--- src/rtl/mac_acc_sgn.sv ---
// mac_acc_sgn: streaming signed multiply-accumulate stage.
// Operand pairs arrive over a valid/ready handshake and are registered in a
// one-deep operand stage. A combinational MulAddSgn then folds each pair into
// the accumulator. The finished sum is presented on a registered valid/ready
// result port and is held stable under backpressure.

package lau_pkg;
    // Implementation style for the multiply-add core.
    typedef enum logic {
        SLOW = 1'b0,
        FAST = 1'b1
    } speed_e;
endpackage : lau_pkg

// MulAddSgn: o_p = i_a + i_x * i_y, signed two's complement, modulo 2^widthA.
// FAST maps to a plain multiplier. SLOW builds the product as a shift-add sum.
// The two styles give the same result.
module MulAddSgn
    import lau_pkg::*;
#(
    parameter int     widthX = 8,
    parameter int     widthY = 8,
    parameter int     widthA = 20,
    parameter speed_e speed  = FAST
) (
    input  logic signed [widthX-1:0] i_x,
    input  logic signed [widthY-1:0] i_y,
    input  logic signed [widthA-1:0] i_a,
    output logic signed [widthA-1:0] o_p
);
    // Sign-extend both operands to the result width. A product modulo
    // 2^widthA then needs no wider intermediate.
    logic signed [widthA-1:0] w_x_ext;
    logic signed [widthA-1:0] w_y_ext;
    logic signed [widthA-1:0] w_prod;

    assign w_x_ext = widthA'(i_x);
    assign w_y_ext = widthA'(i_y);

    if (speed == FAST) begin : g_fast
        assign w_prod = w_x_ext * w_y_ext;
    end else begin : g_slow
        // Shift-add product over every bit of the sign-extended multiplicand
        always_comb begin
            // NOTE: assign a default first so that no path can leave w_prod
            // unassigned. An unassigned path would infer a latch.
            w_prod = '0;
            for (int i = 0; i < widthA; i++) begin
                if (w_y_ext[i]) begin
                    w_prod = w_prod + (w_x_ext << i);
                end
            end
        end
    end

    assign o_p = i_a + w_prod;
endmodule : MulAddSgn

module mac_acc_sgn
    import lau_pkg::*;
#(
    parameter int     widthX = 8,
    parameter int     widthY = 8,
    parameter int     widthA = 20,
    parameter int     widthN = 8,
    parameter speed_e speed  = FAST
) (
    input  logic                     clk_i,
    input  logic                     rst_ni,
    input  logic                     flush_i,
    input  logic                     in_valid_i,
    output logic                     in_ready_o,
    input  logic signed [widthX-1:0] X_i,
    input  logic signed [widthY-1:0] Y_i,
    input  logic signed [widthA-1:0] bias_i,
    input  logic                     last_i,
    output logic                     out_valid_o,
    input  logic                     out_ready_i,
    output logic signed [widthA-1:0] P_o,
    output logic        [widthN-1:0] cnt_o
);
    // Operand stage
    logic                     r_s_valid;
    logic signed [widthX-1:0] r_s_x;
    logic signed [widthY-1:0] r_s_y;
    logic                     r_s_last;
    logic                     r_s_first;
    logic signed [widthA-1:0] r_s_bias;

    // Vector tracking, accumulator and result
    logic                     r_first;
    logic signed [widthA-1:0] r_acc;
    logic        [widthN-1:0] r_cnt;
    logic                     r_out_valid;

    logic                     w_accept;
    logic signed [widthA-1:0] w_augend;
    logic signed [widthA-1:0] w_sum;

    // Input stalls while a result waits for its handshake, and also while the
    // last beat of a vector is still in the operand stage. The ready signal
    // depends only on registers.
    assign in_ready_o = ~r_out_valid & ~(r_s_valid & r_s_last);
    assign w_accept   = in_valid_i & in_ready_o;

    // The first beat of a vector restarts from its bias. Later beats use the
    // running sum.
    assign w_augend = r_s_first ? r_s_bias : r_acc;

    MulAddSgn #(
        .widthX (widthX),
        .widthY (widthY),
        .widthA (widthA),
        .speed  (speed)
    ) u_muladd (
        .i_x (r_s_x),
        .i_y (r_s_y),
        .i_a (w_augend),
        .o_p (w_sum)
    );

    // Operand stage capture and start-of-vector tracking. A flush drops any
    // beat accepted in the same cycle.
    always_ff @(posedge clk_i or negedge rst_ni) begin
        if (!rst_ni) begin
            // NOTE: sequential state uses non-blocking assignments only. All
            // flops then sample the pre-edge values, whatever the block order.
            r_s_valid <= 1'b0;
            // NOTE: the datapath registers are reset as well. The outputs then
            // read as a defined zero straight after reset.
            r_s_x     <= '0;
            r_s_y     <= '0;
            r_s_last  <= 1'b0;
            r_s_first <= 1'b0;
            r_s_bias  <= '0;
            r_first   <= 1'b1;
        end else if (flush_i) begin
            r_s_valid <= 1'b0;
            r_first   <= 1'b1;
        end else begin
            r_s_valid <= w_accept;
            if (w_accept) begin
                r_s_x     <= X_i;
                r_s_y     <= Y_i;
                r_s_last  <= last_i;
                r_s_first <= r_first;
                r_s_bias  <= bias_i;
                r_first   <= last_i;
            end
        end
    end

    // Fold the staged operand pair into the accumulator and the beat counter
    always_ff @(posedge clk_i or negedge rst_ni) begin
        if (!rst_ni) begin
            r_acc <= '0;
            r_cnt <= '0;
        end else if (!flush_i && r_s_valid) begin
            r_acc <= w_sum;
            r_cnt <= r_s_first ? widthN'(1) : r_cnt + widthN'(1);
        end
    end

    // Raise the result when the last beat folds in, and drop it on handshake
    always_ff @(posedge clk_i or negedge rst_ni) begin
        if (!rst_ni) begin
            r_out_valid <= 1'b0;
        end else if (flush_i) begin
            r_out_valid <= 1'b0;
        end else if (r_s_valid && r_s_last) begin
            r_out_valid <= 1'b1;
        end else if (out_ready_i) begin
            r_out_valid <= 1'b0;
        end
    end

    // The accumulator cannot change while the result is pending, because the
    // input is stalled. The result therefore holds under backpressure.
    assign out_valid_o = r_out_valid;
    assign P_o         = r_acc;
    assign cnt_o       = r_cnt;
endmodule : mac_acc_sgn
--- config.mk ---
export PLATFORM = sky130hd
export DESIGN_NAME = mac_acc_sgn
export DESIGN_NICKNAME = d
export VERILOG_FILES = /design/src/rtl/mac_acc_sgn.sv
export SDC_FILE = /design/constraint.sdc
export NUM_CORES = 1
export LEC_CHECK = 0
export BUFFER_PORTS_ARGS = -buffer_cell sky130_fd_sc_hd__buf_2
export CORE_MARGIN = 2
export CORE_UTILIZATION = 55
export DETAILED_ROUTE_END_ITERATION = 7
export PLACE_DENSITY = 0.76
export SLEW_MARGIN = 10
export SYNTH_ARGS = -nofsm -noshare
export SYNTH_HDL_FRONTEND = slang
export SYNTH_SLANG_ARGS = --single-unit
--- constraint.sdc ---
create_clock -name clk_i -period 13.6 [get_ports clk_i]
set_clock_uncertainty 0.15 [all_clocks]
set_input_delay 2.04 -clock clk_i [delete_from_list [all_inputs] [get_ports clk_i]]
set_output_delay 2.04 -clock clk_i [all_outputs]
set_load 0.1 [all_outputs]
======== After elaboration in Yosys (flattened, before gate mapping) ========
Index checks and enable logic that the tools add are counted.
cells by class
  add/sub/neg operators ................... 2
  multiply operators ...................... 1
  muxes and demuxes ....................... 8
  bitwise gates (word level) .............. 6
  reduce and logical (&&, ||, !) cells .... 6
operators by type and width
  cell                                          number
  adder 20 bit                                  1
  2-to-1 mux 20 bit                             1
  multiplier 8 x 8 -> 16 bit                    1
  adder 8 x 1 -> 8 bit (second input constant)  1
  2-to-1 mux 8 bit                              1
  2-to-1 mux 1 bit                              6
  AND 1 bit                                     3
  NOT 1 bit                                     3
  nonzero test 3 bit                            1
  logical AND 1 bit                             2
  AND reduction 2 bit                           1
  nonzero test 2 bit                            1
  logical NOT 1 bit                             1
storage, ports and cells
  register bits ........................... 69
  output and inout bits ................... 30

======== Logic depth before layout (Yosys ltp) ========
  depth in word-level cells ............... 6
  gate-level depth with buffers ........... 26
  mapped depth without buffers ............ 26

======== Modules after synthesis ========
A second synthesis with hierarchy kept.
second synthesis, totals
  cells, all modules ...................... 625
  area total of the unflattened synthesis .. 6601.3 um^2
by module, submodules not included
  module       instances  cells an instance  area an instance (um^2)  sequential area each (um^2)
  MulAddSgn    1          381                3604.7                   0.0
  mac_acc_sgn  1          244                2996.6                   1727.9

======== Least setup slack after synthesis ========
Ideal clock, no wire load.
  path kind ............................... reg2reg
  start ................................... register r_s_y[7]
  end ..................................... register r_acc[19], in the netlist P_o[19]
  arrival ................................. 5.679 ns
  data required time ...................... 13.324 ns
  slack ................................... 7.645 ns
  cell stages (with the launch flop) ...... 24
  buffers on the path ..................... 0
  cell sequence ........................... dfrtp_1 nor2b_1 fa_1 fa_1 fa_1 inv_1 fa_1 inv_1 ha_1 and3_1 a211o_1 o21ai_0 nand2b_1 a21oi_1 xnor2_1 ha_1 a21oi_1 o21ai_0 a21o_1 a21oi_1 a21oi_1 a311oi_2 o2111ai_1 o311a_1
on the way
  cells in the longest elaborated chain, start to end .. 2
ends and longest elaborated chain
  what                        RTL line  source
  from (decl)                 85        logic signed [widthY-1:0] r_s_y;
  from (signal assigned)      144       r_s_y <= Y_i;
  multiplier 8 x 8 -> 16 bit  41        assign w_prod = w_x_ext * w_y_ext;
  adder 20 bit                56        assign o_p = i_a + w_prod;
  to (signal assigned)        159       r_acc <= w_sum;
  to (decl)                   92        logic signed [widthA-1:0] r_acc;
Every way passes these cells.
A chain may end at the register's enable or synchronous reset.

======== Final worst setup path ========
  start ................................... register r_s_y[0]
  end ..................................... register r_acc[19], in the netlist P_o[19]
The elaborated chain is that of the path after synthesis.

==> reports/qor.yml <==
timing:
  slew-limit-headroom: 0.4046
  hold_violations: 0
  fmax_mhz: 151.8
  worst_pin_slew_ps: 893.2
  setup_viol: 0
  layout_min_cycle_time_ps: 6586
  fin_tns_setup_ps: 0
  rsz0062_at_grt: "false"
  finalCritPeriodShare: 0.4843
  drv_slew: 0
critical_path:
  cp_data_required_time_ps: 13670
  crit_slowest_cell: "fa_1"
  cp_slowest_stage_delay_ps: 570
  crit_fanout: 9
  critPathArrivalTime_ps: 6660
  end_kind: "register"
  rr_startpoint: "r_s_y[0]"
  criticalPathCategory: "reg2reg"
  r2r_slack_ps: 7010
  worstSetupStartpointType: "register"
  rr_worst_depth: 25
  r2r_end: "P_o[19]"
hold_path:
  hold_end: "r_s_bias[18]"
  hp-start: "r_s_bias[18]"
  hold_depth: 2
  hold_path.class: "reg2reg"
floorplanning:
  coreArea_um2: 11470
  rows: 39
  die_w_um: 112.6
  ios: 72
  start_util: 0.5653
  dieArea_um2: 12670
  dieHeight_um: 112.6
status:
  status: "completed"
synthesis:
  ys_ff_latch: 69
  ys_warn_count: 0
  syn_nets: 882
  synth.area.top_cells: "dfrtp_1 (26%), fa_1 (17%), nand2_1 (9.7%), ha_1 (9.5%), inv_1 (6.0%)"
  seq_area_frac_synth: 0.2666
  synth_area_um2: 6482
  yosysTopAreaCell: "dfrtp_1"
  synth.avg_cell_area_um2: 8.820
  ys.flop_type: "dfrtp_1"
  synth_edf_count: 0
  synth_top_cell_area_share: 0.2625
  syn_inst: 735
  async_flop_share: 1.000
  synthDistinctLibCells: 57
layout:
  num-fill-cells: 940
  final_cell_mix: "nand2_1 (167), inv_1 (103), buf_2 (71)"
  layout_commonest_cell: "nand2_1"
  regArea_um2: 1728
  layout-area-overhead-vs-synth_pct: 12.97
  finalNetCount: 951
  antenna_cells: 0
  drive_above_1_share: 0.1545
  multi_input_area_um2: 4277
drt:
  drt_iter0_drc: 253
  wl_per_cell_um: 15.63
  viasPerCell: 5.470
  route.detailed.drc: 0
  postRouteAntennaNets: 0
  firstDrtPassIters: 5
  drt-total-wl_mm: 14.88
  vias: 5207
grt:
  grt_overflow: 0
  grt_max_degree: 70
  grtUsageTotal: 0.2551
  grt_first_pass_wirelength_mm: 25.63
  grt_pass1_vias: 5514
  antenna_found_initial: 0
cts:
  cts_resized: 0
  cts_buffer_depth: 2
  cts.sinks: 69
  cts_buffers: 9
  cts_setup_buffers: 0
  hold_buffers: 0
  path_clk_slew_ps: 60
  cts_tree: "built"
  insertion_delay_ps: 360
  cts_root_buffer: "clkbuf_16"
  h-tree-depth: 3
placement:
  io_buffers: 71
  hpwl_mm: 11.29
  gp_congestion: 0.9347
job:
  drv_cap: 0
==> sequential cells by signal, indices dropped and copies added, names as in the netlist, 8 cells and up <==
| register | flops |
|---|---|
| P_o | 20 |
| r_s_y | 8 |
| r_s_x | 8 |
| r_s_bias | 20 |
| cnt_o | 8 |
==> layer usage <==
layer  wire length (um)  track usage  vias to the layer above
met5                  0            0                        -
met4                521       0.1065                        0
met3                615      0.04104                       40
met2               7470       0.4407                      133
met1               6268       0.3185                     2543
li1                   -            -                     2491
==> metrics by stage <==
stage | cells | cell area, um2 | setup WS [ps] | utilization | hold WS, ps
final | 952 | 7323 | 7014 | 0.6386 | 316.4
after global routing | 952 | 7323 | 6592 | 0.6386 | 339.2
after CTS | 952 | 7323 | 6994 | 0.6386 | 322.2
after global placement | 936 | 6974 | 7349 | 0.6082 | 304.5
after floorplan | 735 | 6482 | 7646 | - | 290.1
after detailed placement | 936 | 6974 | 7014 | 0.6082 | 308.1
==> worst max path at each step <==
stage                         from  depth (start not counted)  endpoint  slack, ps
after CTS                 r_s_y[0]                         25   P_o[19]       6990
after global routing      r_s_y[0]                         25   P_o[19]       6590
after floorplan           r_s_y[7]                         23   P_o[19]       7650
final                     r_s_y[0]                         25   P_o[19]       7010
after detailed placement  r_s_y[0]                         25   P_o[19]       7010
after global placement    r_s_y[0]                         25   P_o[19]       7350
==> critical path: cells and delay by family, from the launching register on <==
family | cells | cell delay (ps)
adder cells (fa/ha/maj) | 6 | 2680
flip-flops | 1 | 470
buffers and inverters | 4 | 280
AO/OA/AOI/OAI | 11 | 2260
AND/OR/NAND/NOR | 3 | 530
XOR/XNOR | 1 | 90
==> cell usage after synthesis (all sizes together) (3+ instances only) <==
master / instances
nand2: 168
inv: 104
dfrtp: 68
fa: 56
and2: 49
ha: 49
o21ai: 28
a21oi: 26
xnor2: 24
mux2: 21
clkbuf: 15
nor2: 13
nor2b: 11
xor2: 9
a21o: 8
nand3: 8
nor3: 8
nand2b: 7
a211oi: 5
and3: 5
a211o: 4
buf: 4
or3: 4
mux2i: 3
o211ai: 3
o21a: 3
o21bai: 3
==> cell type report <==
type                    instances  area share
clock inverters                 5     0.01452
well taps                     143     0.02443
inverters                     104     0.05331
clock buffers                  11     0.03315
repair buffers                 77     0.05467
multi-input cells             543      0.5840
flip-flops and latches         69      0.2359
==> cell families after synthesis <==
logic type / Yosys count / synth area share
compound gates: 98 / 0.1025
flops: 69 / 0.2666
xor+xnor: 33 / 0.04459
fa+ha+maj: 105 / 0.2675
simple gates: 283 / 0.2034
mux: 24 / 0.04169
buf+inv: 123 / 0.07373
Power is not shown: default switching activity piles up to over one toggle a cycle in this logic, so the estimate is an artifact.
